[src/rtl/dcache_ctrl.sv]
// dcache_ctrl -- direct-mapped, write-back, write-allocate data cache.
//
// Sits between the CPU datapath and a 32-bit-word data memory. Hits complete
// with zero stall. A miss raises BUSYWAIT in the same cycle. It then walks
// IDLE -> [WRITEBACK] -> FETCH -> UPDATE -> IDLE. Once back in IDLE, the held
// CPU request hits and completes.
//
// Optional feature: define DCACHE_STATS_EN to add saturating hit/miss counters.
//
// Ports
//   CLK, RESET                  clock, synchronous active-high reset
//   READ, WRITE                 CPU load/store request (READ wins if both set)
//   ADDRESS[ADDR_W-1:0]         byte address {tag, index, offset[1:0]}
//   WRITEDATA[7:0]              store byte
//   READDATA[7:0]               load byte (combinational on a read hit)
//   BUSYWAIT                    CPU stall
//   mem_read, mem_write         memory block request (registered)
//   mem_address[ADDR_W-3:0]     block address {tag, index}
//   mem_writedata[31:0]         evicted block, byte0 in [7:0]
//   mem_readdata[31:0]          fetched block, byte0 in [7:0]
//   mem_busywait                memory busy
//   hit_count, miss_count       (DCACHE_STATS_EN only) request counters
module dcache_ctrl #(
  parameter int ADDR_W  = 8,
  parameter int INDEX_W = 3
) (
  input  logic                CLK,
  input  logic                RESET,
  input  logic                READ,
  input  logic                WRITE,
  input  logic [ADDR_W-1:0]   ADDRESS,
  input  logic [7:0]          WRITEDATA,
  output logic [7:0]          READDATA,
  output logic                BUSYWAIT,
  output logic                mem_read,
  output logic                mem_write,
  output logic [ADDR_W-3:0]   mem_address,
  output logic [31:0]         mem_writedata,
  input  logic [31:0]         mem_readdata,
  input  logic                mem_busywait
`ifdef DCACHE_STATS_EN
  ,
  output logic [15:0]         hit_count,
  output logic [15:0]         miss_count
`endif
);

  localparam int TAG_W = ADDR_W - INDEX_W - 2;
  localparam int NBLK  = 1 << INDEX_W;

  typedef enum logic [1:0] {IDLE, WRITEBACK, FETCH, UPDATE} state_t;

  state_t             state;
  logic [NBLK-1:0]    valid, dirty;
  logic [TAG_W-1:0]   tags [NBLK];
  logic [31:0]        data [NBLK];
  logic [31:0]        fill;
  logic [7:0]         rd_hold;
  logic [7:0]         sel_byte;

  logic [TAG_W-1:0]   atag;
  logic [INDEX_W-1:0] idx;
  logic [1:0]         off;
  logic               req, hit, idle, rd_hit, wr_hit, miss;

  assign atag = ADDRESS[ADDR_W-1 -: TAG_W];
  assign idx  = ADDRESS[2 +: INDEX_W];
  assign off  = ADDRESS[1:0];

  assign req    = READ | WRITE;
  assign idle   = (state == IDLE);
  assign hit    = valid[idx] && (tags[idx] == atag);
  assign rd_hit = idle && READ && hit;
  // A simultaneous READ and WRITE is serviced as a read; the store is dropped.
  assign wr_hit = idle && WRITE && !READ && hit;
  assign miss   = idle && req && !hit;

  always_comb begin
    sel_byte = 8'h00;
    case (off)
      2'd0: sel_byte = data[idx][7:0];
      2'd1: sel_byte = data[idx][15:8];
      2'd2: sel_byte = data[idx][23:16];
      2'd3: sel_byte = data[idx][31:24];
      default: sel_byte = 8'h00;
    endcase
  end

  // The stall covers the IDLE miss cycle combinationally, and every non-IDLE state.
  assign BUSYWAIT = !idle || (req && !hit);
  // Outside a read hit, the last delivered byte is held.
  assign READDATA = rd_hit ? sel_byte : rd_hold;

  // Controller state, memory handshake and block status bits.
  always_ff @(posedge CLK) begin
    if (RESET) begin
      state         <= IDLE;
      mem_read      <= 1'b0;
      mem_write     <= 1'b0;
      mem_address   <= '0;
      mem_writedata <= '0;
      valid         <= '0;
      dirty         <= '0;
      rd_hold       <= 8'h00;
`ifdef DCACHE_STATS_EN
      hit_count     <= 16'h0000;
      miss_count    <= 16'h0000;
`endif
    end else begin
      case (state)
        IDLE: begin
          if (rd_hit) rd_hold <= sel_byte;
          if (wr_hit) dirty[idx] <= 1'b1;
`ifdef DCACHE_STATS_EN
          if ((rd_hit || wr_hit) && hit_count != 16'hFFFF) hit_count <= hit_count + 16'd1;
          if (miss && miss_count != 16'hFFFF) miss_count <= miss_count + 16'd1;
`endif
          if (miss) begin
            if (dirty[idx]) begin
              mem_write     <= 1'b1;
              mem_address   <= {tags[idx], idx};
              mem_writedata <= data[idx];
              state         <= WRITEBACK;
            end else begin
              mem_read    <= 1'b1;
              mem_address <= {atag, idx};
              state       <= FETCH;
            end
          end
        end
        WRITEBACK: if (!mem_busywait) begin
          // Hand straight over to the fetch; read and write never overlap.
          mem_write   <= 1'b0;
          mem_read    <= 1'b1;
          mem_address <= {atag, idx};
          state       <= FETCH;
        end
        FETCH: if (!mem_busywait) begin
          mem_read <= 1'b0;
          state    <= UPDATE;
        end
        UPDATE: begin
          valid[idx] <= 1'b1;
          dirty[idx] <= 1'b0;
          state      <= IDLE;
        end
        default: state <= IDLE;
      endcase
    end
  end

  // Data, tag and fill storage. These need no reset: valid gates all use.
  always_ff @(posedge CLK) begin
    if (!RESET) begin
      if (state == FETCH && !mem_busywait) fill <= mem_readdata;
      if (state == UPDATE) begin
        data[idx] <= fill;
        tags[idx] <= atag;
      end else if (wr_hit) begin
        data[idx][{off, 3'b000} +: 8] <= WRITEDATA;
      end
    end
  end

endmodule

[config.mk]
export PLATFORM = sky130hd
export DESIGN_NAME = dcache_ctrl
export DESIGN_NICKNAME = d
export VERILOG_FILES = /design/src/rtl/dcache_ctrl.sv
export SDC_FILE = /design/constraint.sdc
export NUM_CORES = 1
export LEC_CHECK = 0
export CAP_MARGIN = 20
export CORE_ASPECT_RATIO = 1.2
export CORE_MARGIN = 5
export CORE_UTILIZATION = 45
export CTS_CLUSTER_DIAMETER = 200
export DETAILED_ROUTE_END_ITERATION = 10
export PLACE_DENSITY = 0.64
export SYNTH_ARGS = -nofsm -noshare
export SYNTH_HDL_FRONTEND = slang
export SYNTH_SLANG_ARGS = --single-unit
export TNS_END_PERCENT = 10
[constraint.sdc]
create_clock -name CLK -period 4.69 [get_ports CLK]
set_input_delay 0.7035 -clock CLK [delete_from_list [all_inputs] [get_ports CLK]]
set_output_delay 0.7035 -clock CLK [all_outputs]
set_load 0.05 [all_outputs]
Yosys cells after proc, flatten, opt, wreduce, memory -nomap -nowiden
Memories as Yosys holds them, arrays and structs flattened. Index checks and enable logic that the tools add are counted.

$add $sub $neg: 1. Order comparisons: 2. Equal/unequal tests: 13. Shift-type cells: 2. Mux-type cells: 66. Bitwise logic cells: 38. Reduce and logical (&&, ||, !) cells: 28.

Operators by type and width (number): two-way mux 1 bit (47); bitwise OR 1 bit (33); two-way mux 32 bit (1); case mux 8 bit (4 select lines) (1); variable shift 8 x 7 -> 32 bit, first input constant (1); variable part select 8 x 7 -> 32 bit (1); two-way mux 6 bit (3); two-way mux 8 bit (2); bitwise OR 8 bit (2); case mux 8 bit (2 select lines) (1); case mux 6 bit (2 select lines) (1); logical AND 1 bit (11); AND reduction 3 bit (3); bitwise AND 8 bit (1); == test 2 bit, second input constant (4); two-way mux 2 bit (4); inverter 8 bit (1); case mux 2 bit (4 select lines) (1); negator 5 -> 7 bit (1); binary-select mux 1 bit (select 3 bit) (2); inequality test 2 x 1 -> 1 bit, second input constant (3); inequality test 2 bit, second input constant (3); AND reduction 5 bit (1); == test 2 x 1 -> 1 bit, second input constant (2); other kinds (14) (20).

Register bits: 98. RAM bits: 280. Bits of input ports: 53. Output and inout port bits: 49. Word-level logic and storage cells: 161. Memories kept: 2.

Memories: data (words 8, width 32, read ports 1, clocked after Yosys merged registers in 0, wr ports 1, RTL line 56) `logic [31:0] data [NBLK];`; tags (words 8, width 3, read ports 1, clocked after Yosys merged registers in 0, wr ports 1, RTL line 55) `logic [TAG_W-1:0] tags [NBLK];`.

Longest topological paths before layout
Gate-level depths: netlist of the first run.

Depth after elaboration: 9. Depth in mapped cells: 12.

Least setup slack after synthesis of the first run
OpenSTA, ideal clock, no wires.

Path kind: input -> output. From: in ADDRESS[4]. To: out READDATA[0]. Data arrival time: 3.610 ns. Slack: 0.376 ns. Stages on the path: 9. Buffers on the path: 3. Path through: buf_6 -> or2_1 -> buf_2 -> o22a_1 -> and3_1 -> nor4b_4 -> nand3_1 -> clkbuf_1 -> o21ai_0.

Longest elaborated chain between the ends: 5. Elaborated cells on any way between the ends: 9. Classes of those cells: eq/ne: 1; mux: 4; reduce/logical: 2; memory: 2.

Ends and longest elaborated chain: start: declaration (RTL line 31) `input logic [ADDR_W-1:0] ADDRESS,`; memory read (8 x 3 bit) or binary-select mux 1 bit (select 3 bit) (tied branches); == test 3 bit or two-way mux 1 bit (tied branches) (RTL line 72) `assign hit = valid[idx] && (tags[idx] == atag);`; logical AND 1 bit (RTL line 72); logical AND 1 bit (RTL line 73) `assign rd_hit = idle && READ && hit;`; two-way mux 8 bit (*) (RTL line 92) `assign READDATA = rd_hit ? sel_byte : rd_hold;`; end: declaration (RTL line 33) `output logic [7:0] READDATA,`.

Mark *: on every way between the ends. The rest lies on a longest branch, timed or not. The select of a mux whose other input is x is not followed.

Worst setup path in the final report of the first run
Ends and elaborated chain as after synthesis.

==> results of run 1 <==
power groups by stage:
stage,registers (mW),logic (mW),clock network [mW]
final,3.78,0.949,3.18
after CTS,3.78,0.942,3.22
after global placement,3.85,0.921,0
after global routing,3.78,1.01,3.37
after floorplan,3.94,0.471,0
after detailed placement,3.85,0.938,0
sequential cells by signal, indices dropped and copies added (netlist names), named ones only:
signal and flops:
data 256, fill 32, mem_writedata 32, tags 24
rd_hold 8, valid 8, mem_address 6, state 2
mem_read 1, mem_write 1
synth_stat cells (all sizes together), types with 2 or more instances:
cell and n:
a211oi 9, a21o 7, a21oi 27, a221o 2
a221oi 29, a222oi 4, a22o 8, a22oi 23
a311oi 3, a31oi 3, a32o 2, a32oi 5
and2 10, and3b 3, buf 31, clkbuf 32
dfxtp 66, edfxtp 312, ha 11, inv 47
mux2 26, mux2i 109, mux4 13, nand2 71
nand2b 8, nand3 16, nand3b 4, nor2 63
nor2b 7, nor3 34, nor3b 6, nor4b 3
o211ai 4, o21ai 32, o221ai 8, o22a 10
o22ai 19, o2bb2ai 4, o31ai 4, or2 5
or3 2
final timing paths:
check	start	end	slack, ns	cells after the start
min	valid[7]	valid[7]	0.46	1
max reg2reg	tags[0][2]	data[6][10]	1.49	9
min reg2reg	valid[7]	valid[7]	0.46	1
max	ADDRESS[4]	READDATA[0]	0.43	9
kinds of logic after synthesis:
family	Yosys count
fa+ha+maj	11
mux	148
buf+inv	110
compound gates	207
simple gates	236
flops	378
final cells by class:
cell class	count	share of cell area (%)
multi-input cells	602	23.6
well taps	456	2.99
flip-flops and latches	378	56.1
inverters	47	0.926
clock inverters	20	1.13
repair buffers	192	9.39
clock buffers	50	5.88
per-stage QoR:
stage               std cells  hold WS (ns)  utilization, %
floorplan                1090         0.427               -
global placement         1673         0.434            51.8
detailed placement       1675         0.445            51.9
CTS                      1745         0.458            55.8
global route             1745         0.487            55.8
finish                   1745         0.462            55.8
metal layers:
| layer | wire length (um) | global-route usage [%] | vias to the layer above |
|---|---|---|---|
| met4 | 2470 | 11.5 | 0 |
| met5 | 0 | 0 | - |
| li1 | - | - | 4541 |
| met3 | 4010 | 5.16 | 123 |
| met2 | 19500 | 33.7 | 556 |
| met1 | 18000 | 30.1 | 5016 |
==> Flow_metrics.wiki, run 1 <==
{| class="wikitable"
! Metric !! Value
|-
| Result of the run || finished, final reports clean
|-
| Max-capacitance violation count || 0
|-
| Setup tns final || 0 ns
|-
| Critical path's largest stage delay || roughly 0.55 ns
|-
| Crit path setup slack, layout || approximately 0.43 ns
|-
| Final wirelength || 44000 um
|-
| Combined area of all synthesized cells || 15600 sq um
|-
| Switching Fraction || 24.5%
|-
| Starting density of the core || 45.7%
|-
| Gr ovfl total || 0
|-
| Via density per instance || between 5 and 6
|-
| Synth top area share || 59.9%
|-
| Largest buffer count on any clock path || 3
|-
| Number of distinct standard cells referenced by the synthesized netlist || between 50 and 60
|-
| Portion of total power attributed to sequential cells || a little under half
|-
| Diodes inserted || 0
|-
| Half-perimeter wire length of the detailed placement result || 31400 um
|-
| Post-layout min period || 4.26 ns
|-
| Multiplexer fraction of the synthesized cell area || 10.7%
|-
| H-tree lvl count || 2
|-
| Largest fanout on the critical path || 19
|-
| Post-synth top flop || sky130_fd_sc_hd__edfxtp_1
|-
| Area of combinational cells with multiple inputs || approximately 4500 sq um
|-
| Detail-routed net length per standard cell || 25.2 um
|-
| Clk pwr share || 40.2%
|-
| Global Route Usage Sum || 22.2%
|-
| Buffer type at the clock tree root || sky130_fd_sc_hd__clkbuf_16
|-
| Number of standard-cell rows in the floorplan || 74
|-
| Hold buffers post-CTS || 0
|-
| Most common library cell in the layout ignoring fill and taps || sky130_fd_sc_hd__edfxtp_1
|-
| Final weighted congestion in routability-driven placement || 0.917
|-
| FF+latch area || 10700 sq um
|-
| Number of vias in the routed layout || 10200
|-
| Number of global-route vias before repair || 10100
|-
| Count of routing violations after the opening detailed-route iteration || 1139
|-
| Master of the slowest instance on the critical path || sky130_fd_sc_hd__and2_0
|-
| Clock tree from TritonCTS || done
|-
| Insertion delay of the later-clocked pin in the worst-skew pair || 0.54 ns
|-
| Adder and majority cell fraction of the synthesized area || 0.881%
|-
| Number of enable-type register cells in the synthesized netlist || about 310
|-
| Internal power consumption || about 6.0 mW
|-
| Post-DRT Antenna Nets || 0
|-
| First-pass iteration count of the detailed router || 6
|-
| Peak Freq || 235 MHz
|-
| Pin count of the biggest net entering global routing || between 60 and 70
|-
| Setup-failing EPs final || 0
|-
| Die outline area || 38600 sq um
|-
| Post-Syn Instances || roughly 1100
|-
| Syn Area/Cell || 14.3 sq um
|-
| Endpoints failing hold || 0
|-
| Number of buffers added by the clock tree synthesis step || 38
|-
| Cell family with most CP delay || compound AO/OA/AOI/OAI gates
|-
| Nets || 1323
|-
| Vertical die dimension || between 200 and 250 um
|-
| Largest family of logic cells by synthesized area || multiplexers
|-
| FILL cells || about 2700
|-
| Post-synth ARST share || 0%
|-
| Number of clock sinks || 378
|-
| Relative max-transition margin || about two fifths
|-
| Net switching power of the design || 1.94 mW
|-
| Combinational Power Share || 12.0%
|-
| Total non-filler cell area in the finished layout || 19100 sq um
|-
| Seq/Total Area, Yosys || 68.4%
|-
| WP buf/inv || 3
|-
| Global-route wire length before repair || approximately 65000 um
|-
| Number of top-level pins || between 100 and 150
|-
| Synth Register Bits || 378
|-
| Setup repair after global routing missed its margin || false
|-
| Largest cells by area after synthesis || sky130_fd_sc_hd__edfxtp_1 (60%), sky130_fd_sc_hd__dfxtp_1 (8.5%), sky130_fd_sc_hd__mux2i_1 (7.0%)
|-
| Required @ worst endpoint || 3.99 ns
|-
| Crit path DAT || 3.55 ns
|-
| Core area || 34200 sq um
|-
| Synth Area in XOR/XNOR || 0%
|-
| Kind of capture point of the worst setup path || output port
|-
| Worst VDD drop || 0.000249 V
|-
| Proportion of layout cells with a drive suffix above 1 || around 17%
|-
| Leading cell types in the layout, fill and taps excluded || sky130_fd_sc_hd__edfxtp_1 (312), sky130_fd_sc_hd__mux2i_1 (109), sky130_fd_sc_hd__clkdlybuf4s50_1 (89), sky130_fd_sc_hd__buf_4 (88), sky130_fd_sc_hd__nand2_1 (71)
|-
| Number of nets in the synthesized netlist || approximately 1200
|-
| Transition time at the pin with the least slew margin || around 0.88 ns
|-
| Complex-gate fraction of the synthesized area || 9.57%
|-
| Number of antenna violations at the first check in global routing || 0
|-
| Basic-gate share of the synthesized area counting and, or, nand and nor cells || 7.43%
|-
| Class of the tightest hold or removal check || flop to flop
|-
| Total power divided by cell area || 415 nW/um^2
|-
| Post-place setup slack || 0.441 ns
|-
| Power, Total || between 7 and 8 mW
|-
| IO Port Bufs || 101
|-
| Clock skew after layout || approximately 0.016 ns
|-
| Number of post-CTS setup repair buffers || 0
|-
| Type of element launching the critical path || input pin
|-
| Static Leakage || around 6.8 nW
|-
| Area growth syn-to-layout || 21.9%
|-
| Top cell type by total area after synthesis || sky130_fd_sc_hd__edfxtp_1
|-
| CTS clk-pin slew, worst paths || 0.06 ns
|-
| Post-detailed-route DRC marker count || 0
|-
| Pins over their slew limit || 0
|-
| Kind of critical path || input pin to output port
|-
| Portion of the clock cycle consumed by the worst path in the final layout || ~90%
|-
| Number of gates resized after cts || 0
|-
| Critical path cell sequence || buf_2 -> buf_4 -> and2_0 -> a22oi_1 -> o221ai_1 -> a222oi_1 -> mux2_2 -> o21ai_0 -> buf_12
|-
| Number of warnings printed during yosys synthesis || 0
|-
| Placed cell area || between 15000 and 20000 sq um
|-
| Die boundary width || 180 um
|}
No activity file was read; power rests on OpenSTA's default activity.
==> run 2, diff against run 1 <==
- CAP_MARGIN: 20 -> not set
==> run 2 against run 1 <==
Clock skew shrank 0.0040 ns. Final area shrank 0.79%. Critical path depth shrank 1. Combinational power is essentially flat. Register-to-register slack lost 0.05 ns. Sequential power is essentially flat. Total power shrank 2.9%. Global-route usage is essentially flat. Sequential cell count is the same. Cell count shrank 0.11%. Highest routed layer unchanged.
==> Flow_metrics.wiki, run 2 (same netlist as run 1, synthesis figures left out) <==
{| class="wikitable"
! Metric !! Value
|-
| Largest buffer count on any clock path || 3
|-
| Endpoints failing hold || 0
|-
| Proportion of layout cells with a drive suffix above 1 || 16.4%
|-
| Number of buffers added by the clock tree synthesis step || 38
|-
| FILL cells || between 2000 and 3000
|-
| Insertion delay of the later-clocked pin in the worst-skew pair || 0.54 ns
|-
| Portion of the clock cycle consumed by the worst path in the final layout || 95.9%
|-
| Clock tree from TritonCTS || done
|-
| Peak Freq || approximately 220 MHz
|-
| Clock skew after layout || between 0.01 and 0.015 ns
|-
| CTS clk-pin slew, worst paths || around 0.06 ns
|-
| Max FFs per register || approximately 260
|-
| Total power divided by cell area || 406 nW/um^2
|-
| Placed cell area || ~18000 sq um
|-
| Registers with the highest flip-flop counts || data x256, fill x32, mem_writedata x32
|-
| Setup-failing EPs final || 0
|-
| Kind of critical path || input pin to output port
|-
| Static Leakage || a little under 7 nW
|-
| Count of routing violations after the opening detailed-route iteration || 1029
|-
| Largest fanout on the critical path || 19
|-
| First-pass iteration count of the detailed router || 6
|-
| Class of the tightest hold or removal check || flop to flop
|-
| Global-route wire length before repair || between 60000 and 70000 um
|-
| Hold buffers post-CTS || 0
|-
| Detail-routed net length per standard cell || 25.2 um
|-
| Post-detailed-route DRC marker count || 0
|-
| Area growth syn-to-layout || 20.9%
|-
| Worst VDD drop || 0.000204 V
|-
| Number of clock sinks || 378
|-
| Setup repair after global routing missed its margin || false
|-
| IO Port Bufs || 101
|-
| Largest reg by FF count || data
|-
| Max-capacitance violation count || 0
|-
| Post-DRT Antenna Nets || 0
|-
| Portion of total power attributed to sequential cells || 49.3%
|-
| Most common library cell in the layout ignoring fill and taps || sky130_fd_sc_hd__edfxtp_1
|-
| Total non-filler cell area in the finished layout || 18900 sq um
|-
| Leading cell types in the layout, fill and taps excluded || sky130_fd_sc_hd__edfxtp_1 (312), sky130_fd_sc_hd__mux2i_1 (109), sky130_fd_sc_hd__clkdlybuf4s50_1 (89), sky130_fd_sc_hd__buf_4 (88), sky130_fd_sc_hd__nand2_1 (71)
|-
| Die boundary width || about 180 um
|-
| Global Route Usage Sum || between 20% and 30%
|-
| H-tree lvl count || 2
|-
| Core area || 34200 sq um
|-
| Final weighted congestion in routability-driven placement || 0.917
|-
| Post-layout min period || 4.50 ns
|-
| Transition time at the pin with the least slew margin || 1.30 ns
|-
| Number of standard-cell rows in the floorplan || 74
|-
| Clk pwr share || 38.4%
|-
| Half-perimeter wire length of the detailed placement result || 31200 um
|-
| Pin count of the biggest net entering global routing || 67
|-
| Switching Fraction || 24.8%
|-
| Internal power consumption || 5.77 mW
|-
| Combinational Power Share || 12.4%
|-
| Final wirelength || 43900 um
|-
| Number of vias in the routed layout || between 10000 and 15000
|-
| Kind of capture point of the worst setup path || output port
|-
| Type of element launching the critical path || input pin
|-
| Number of antenna violations at the first check in global routing || 1
|-
| Relative max-transition margin || 13.3%
|-
| Net switching power of the design || 1.90 mW
|-
| Result of the run || finished, final reports clean
|-
| Via density per instance || ~5.9
|-
| Die outline area || 38600 sq um
|-
| Crit path DAT || 3.80 ns
|-
| Number of global-route vias before repair || about 10000
|-
| Pins over their slew limit || 0
|-
| Number of top-level pins || 102
|-
| Buffer type at the clock tree root || sky130_fd_sc_hd__clkbuf_16
|-
| Number of post-CTS setup repair buffers || 0
|-
| Number of gates resized after cts || 0
|-
| Setup tns final || 0 ns
|-
| Required @ worst endpoint || between 3 and 4 ns
|-
| Vertical die dimension || 214 um
|-
| Nets || roughly 1300
|-
| Starting density of the core || 45.7%
|-
| Gr ovfl total || 0
|}
[run 2: final timing paths]
kind                   start     endpoint  slack (ns)  cells past startpoint
setup reg to reg  tags[0][2]  data[5][29]        1.44                      8
hold reg to reg     valid[3]     valid[3]        0.46                      1
hold / removal      valid[3]     valid[3]        0.46                      1
setup / recovery  ADDRESS[4]  READDATA[6]        0.19                      8
[run 2: critical path, cell delays in order]
cell and delay (ns):
sky130_fd_sc_hd__buf_2 0.37, sky130_fd_sc_hd__nor2b_1 1.01, sky130_fd_sc_hd__a221oi_1 0.24, sky130_fd_sc_hd__o21ai_0 0.51, sky130_fd_sc_hd__a222oi_1 0.24, sky130_fd_sc_hd__o21ai_0 0.32
sky130_fd_sc_hd__mux2_2 0.25, sky130_fd_sc_hd__buf_12 0.14
[run 2: per-layer routing]
metal / vias up / share of wire (%) / global-route usage (%)
met5: - / 0 / 0
met4: 0 / 3.9 / 8.57
met3: 91 / 8.3 / 4.46
met2: 527 / 46 / 35.2
met1: 5073 / 41 / 30.4
li1: 4537 / - / -
[run 2: metrics by stage]
step	util, %	cells	setup slack, ns	power, mW	hold slack (ns)
floorplan	-	1090	0.376	4.41	0.427
global placement	51.8	1673	0.213	4.77	0.434
global route	55.3	1742	0.193	7.93	0.487
detailed placement	51.8	1673	0.312	4.79	0.445
finish	55.3	1743	0.190	7.68	0.461
CTS	55.3	1742	0.281	7.71	0.458
[run 2: layout make-up]
type | instances | area, sq um | share of cell area [%]
repair buffers | 190 | 1770 | 9.35
diodes | 1 | 2.50 | 0.0132
inverters | 47 | 176 | 0.933
flip-flops and latches | 378 | 10700 | 56.6
well taps | 456 | 571 | 3.02
clock buffers | 51 | 1030 | 5.45
multi-input cells | 602 | 4490 | 23.8
clock inverters | 18 | 174 | 0.920
[run 2: power by group through the flow]
stage | clock network [mW] | registers [mW] | logic, mW
detailed placement | 0 | 3.85 | 0.935
global placement | 0 | 3.85 | 0.921
CTS | 2.99 | 3.78 | 0.938
finish | 2.95 | 3.78 | 0.949
floorplan | 0 | 3.94 | 0.471
global route | 3.15 | 3.79 | 1.00
==> run 3, diff against run 2 <==
- DONT_BUFFER_PORTS: not set -> 1
- GPL_TIMING_DRIVEN: not set -> 1
- PLACE_DENSITY: 0.64 -> 0.61
==> run 3 against run 2 <==
Combinational power is 30% lower. Clock power hardly changed. First-iteration DRC count is 0.68% higher. Critical path depth is 2 lower. Clock skew is 0.0058 ns higher. Clock-buffer cell count is 4 higher. Sequential share of layout area is 4.2 points higher. Via count is 5.7% lower. Utilization is 3.9 points lower. Hold slack worse by 0.22 ns.
==> Flow_metrics.wiki, run 3 (same netlist as run 1, synthesis figures left out) <==
{| class="wikitable"
! Metric !! Value
|-
| Die outline area || 38600 sq um
|-
| Number of global-route vias before repair || 9266
|-
| Setup repair after global routing missed its margin || false
|-
| Largest reg by FF count || data
|-
| Post-DRT Antenna Nets || 0
|-
| Transition time at the pin with the least slew margin || 0.851 ns
|-
| Count of routing violations after the opening detailed-route iteration || 1036
|-
| Static Leakage || 6.15 nW
|-
| Half-perimeter wire length of the detailed placement result || 29200 um
|-
| H-tree lvl count || 2
|-
| FF+latch area || roughly 11000 sq um
|-
| Portion of the clock cycle consumed by the worst path in the final layout || 89.0%
|-
| Insertion delay of the later-clocked pin in the worst-skew pair || around 0.54 ns
|-
| Kind of capture point of the worst setup path || output port
|-
| Max FFs per register || between 200 and 300
|-
| Diodes inserted || 0
|-
| Power, Total || about 7.5 mW
|-
| Pin count of the biggest net entering global routing || 87
|-
| Endpoints failing hold || 0
|-
| Master of the slowest instance on the critical path || sky130_fd_sc_hd__nand3_1
|-
| Area of combinational cells with multiple inputs || 4490 sq um
|-
| Nets || 1192
|-
| Number of standard-cell rows in the floorplan || 74
|-
| Cell family with most CP delay || simple AND/OR/NAND/NOR gates
|-
| R2r setup slk || 1.14 ns
|-
| Number of clock sinks || 378
|-
| Leading cell types in the layout, fill and taps excluded || sky130_fd_sc_hd__edfxtp_1 (312), sky130_fd_sc_hd__mux2i_1 (109), sky130_fd_sc_hd__nand2_1 (71), sky130_fd_sc_hd__dfxtp_1 (66), sky130_fd_sc_hd__nor2_1 (63)
|-
| FILL cells || 2829
|-
| Post-layout min period || 4.17 ns
|-
| Post-detailed-route DRC marker count || 0
|-
| Clock tree from TritonCTS || done
|-
| Type of element launching the critical path || input pin
|-
| Core area || 34200 sq um
|-
| Crit path DAT || 3.47 ns
|-
| Peak Freq || 240 MHz
|-
| Core utilization of the finished layout || 51.5%
|-
| Number of antenna violations at the first check in global routing || 0
|-
| Die boundary width || 180 um
|-
| Clock skew after layout || 0.0180 ns
|-
| Number of top-level pins || 102
|-
| Result of the run || finished, final reports clean
|-
| Final wirelength || ~43000 um
|-
| Starting density of the core || 45.7%
|-
| WP buf/inv || 0
|-
| Largest buffer count on any clock path || 3
|-
| Pins over their slew limit || 0
|-
| Vertical die dimension || 214 um
|-
| Worst VDD drop || between 0.0003 and 0.0004 V
|-
| Final weighted congestion in routability-driven placement || 0.864
|-
| Gr ovfl total || 0
|-
| Total power divided by cell area || 427 nW/um^2
|-
| Final cell count without fillers || around 1600
|-
| First-pass iteration count of the detailed router || 5
|-
| IO Port Bufs || 0
|-
| Largest fanout on the critical path || 77
|-
| Max-capacitance violation count || 0
|-
| Detail-routed net length per standard cell || 26.9 um
|-
| Required @ worst endpoint || approximately 4 ns
|-
| Hold buffers post-CTS || 0
|-
| Critical path cell sequence || or2_1 -> o22a_1 -> and3_1 -> nor4b_4 -> nand3_1 -> mux2_2
|-
| Number of buffers added by the clock tree synthesis step || 39
|-
| Buffer type at the clock tree root || sky130_fd_sc_hd__clkbuf_16
|-
| Crit path setup slack, layout || about 0.52 ns
|-
| Via density per instance || 5.98
|-
| Global-route wire length before repair || 62800 um
|-
| Setup tns final || 0 ns
|-
| Registers with the highest flip-flop counts || data x256, fill x32, mem_writedata x32
|-
| Critical path's largest stage delay || 0.61 ns
|-
| Most common library cell in the layout ignoring fill and taps || sky130_fd_sc_hd__edfxtp_1
|-
| Number of vias in the routed layout || 9646
|-
| CTS clk-pin slew, worst paths || about 0.060 ns
|-
| Class of the tightest hold or removal check || input pin to flop
|-
| Number of gates resized after cts || 0
|-
| Kind of critical path || input pin to output port
|-
| Proportion of layout cells with a drive suffix above 1 || 14.4%
|-
| Number of post-CTS setup repair buffers || 0
|-
| Placed insts || 1543
|-
| Global Route Usage Sum || a little over a fifth
|-
| Area growth syn-to-layout || 12.5%
|-
| Relative max-transition margin || 43.2%
|-
| Setup-failing EPs final || 0
|-
| Post-place setup slack || 0.416 ns
|}
-- run 3: layer usage --
layer	vias up	GRT usage [%]	part of all wire [%]
li1	4278	-	-
met1	4711	30.6	42
met2	555	32.2	43
met3	102	7.77	12
met4	0	7.03	3.4
met5	-	0	0
-- run 3: worst paths after layout --
check | start | end | depth (start not counted)
worst max register to register | tags[3][2] | data[2][21] | 8
worst min-delay path | RESET | mem_writedata[23] | 1
worst max-delay path | ADDRESS[3] | READDATA[1] | 6
worst min register to register | valid[3] | valid[3] | 1
-- run 3: final cells by class --
class / instances / share of cell area, %
sequential: 378 / 60.8
multi-input combinational: 602 / 25.5
clock buffer: 55 / 6.07
tap: 456 / 3.25
timing repair buffer: 60 / 2.56
inverter: 47 / 1.00
clock inverter: 14 / 0.783
-- run 3: stage by stage --
step | hold slack (ns) | area, sq um
3_3_place_gp | 0.435 | 16400
6_report | 0.245 | 17600
5_1_grt | 0.218 | 17600
4_1_cts | 0.215 | 17600
2_1_floorplan | 0.427 | 15600
3_5_place_dp | 0.446 | 16400
-- run 3: where the power goes --
| group | leakage (nW) | internal, mW | total (mW) | switching (mW) |
|---|---|---|---|---|
| Sequential | 3.34 | 3.75 | 3.88 | 0.132 |
| Combinational | 2.23 | 0.208 | 0.666 | 0.458 |
| Clock | 0.579 | 1.70 | 2.95 | 1.25 |
| Total | 6.15 | 5.66 | 7.50 | 1.84 |
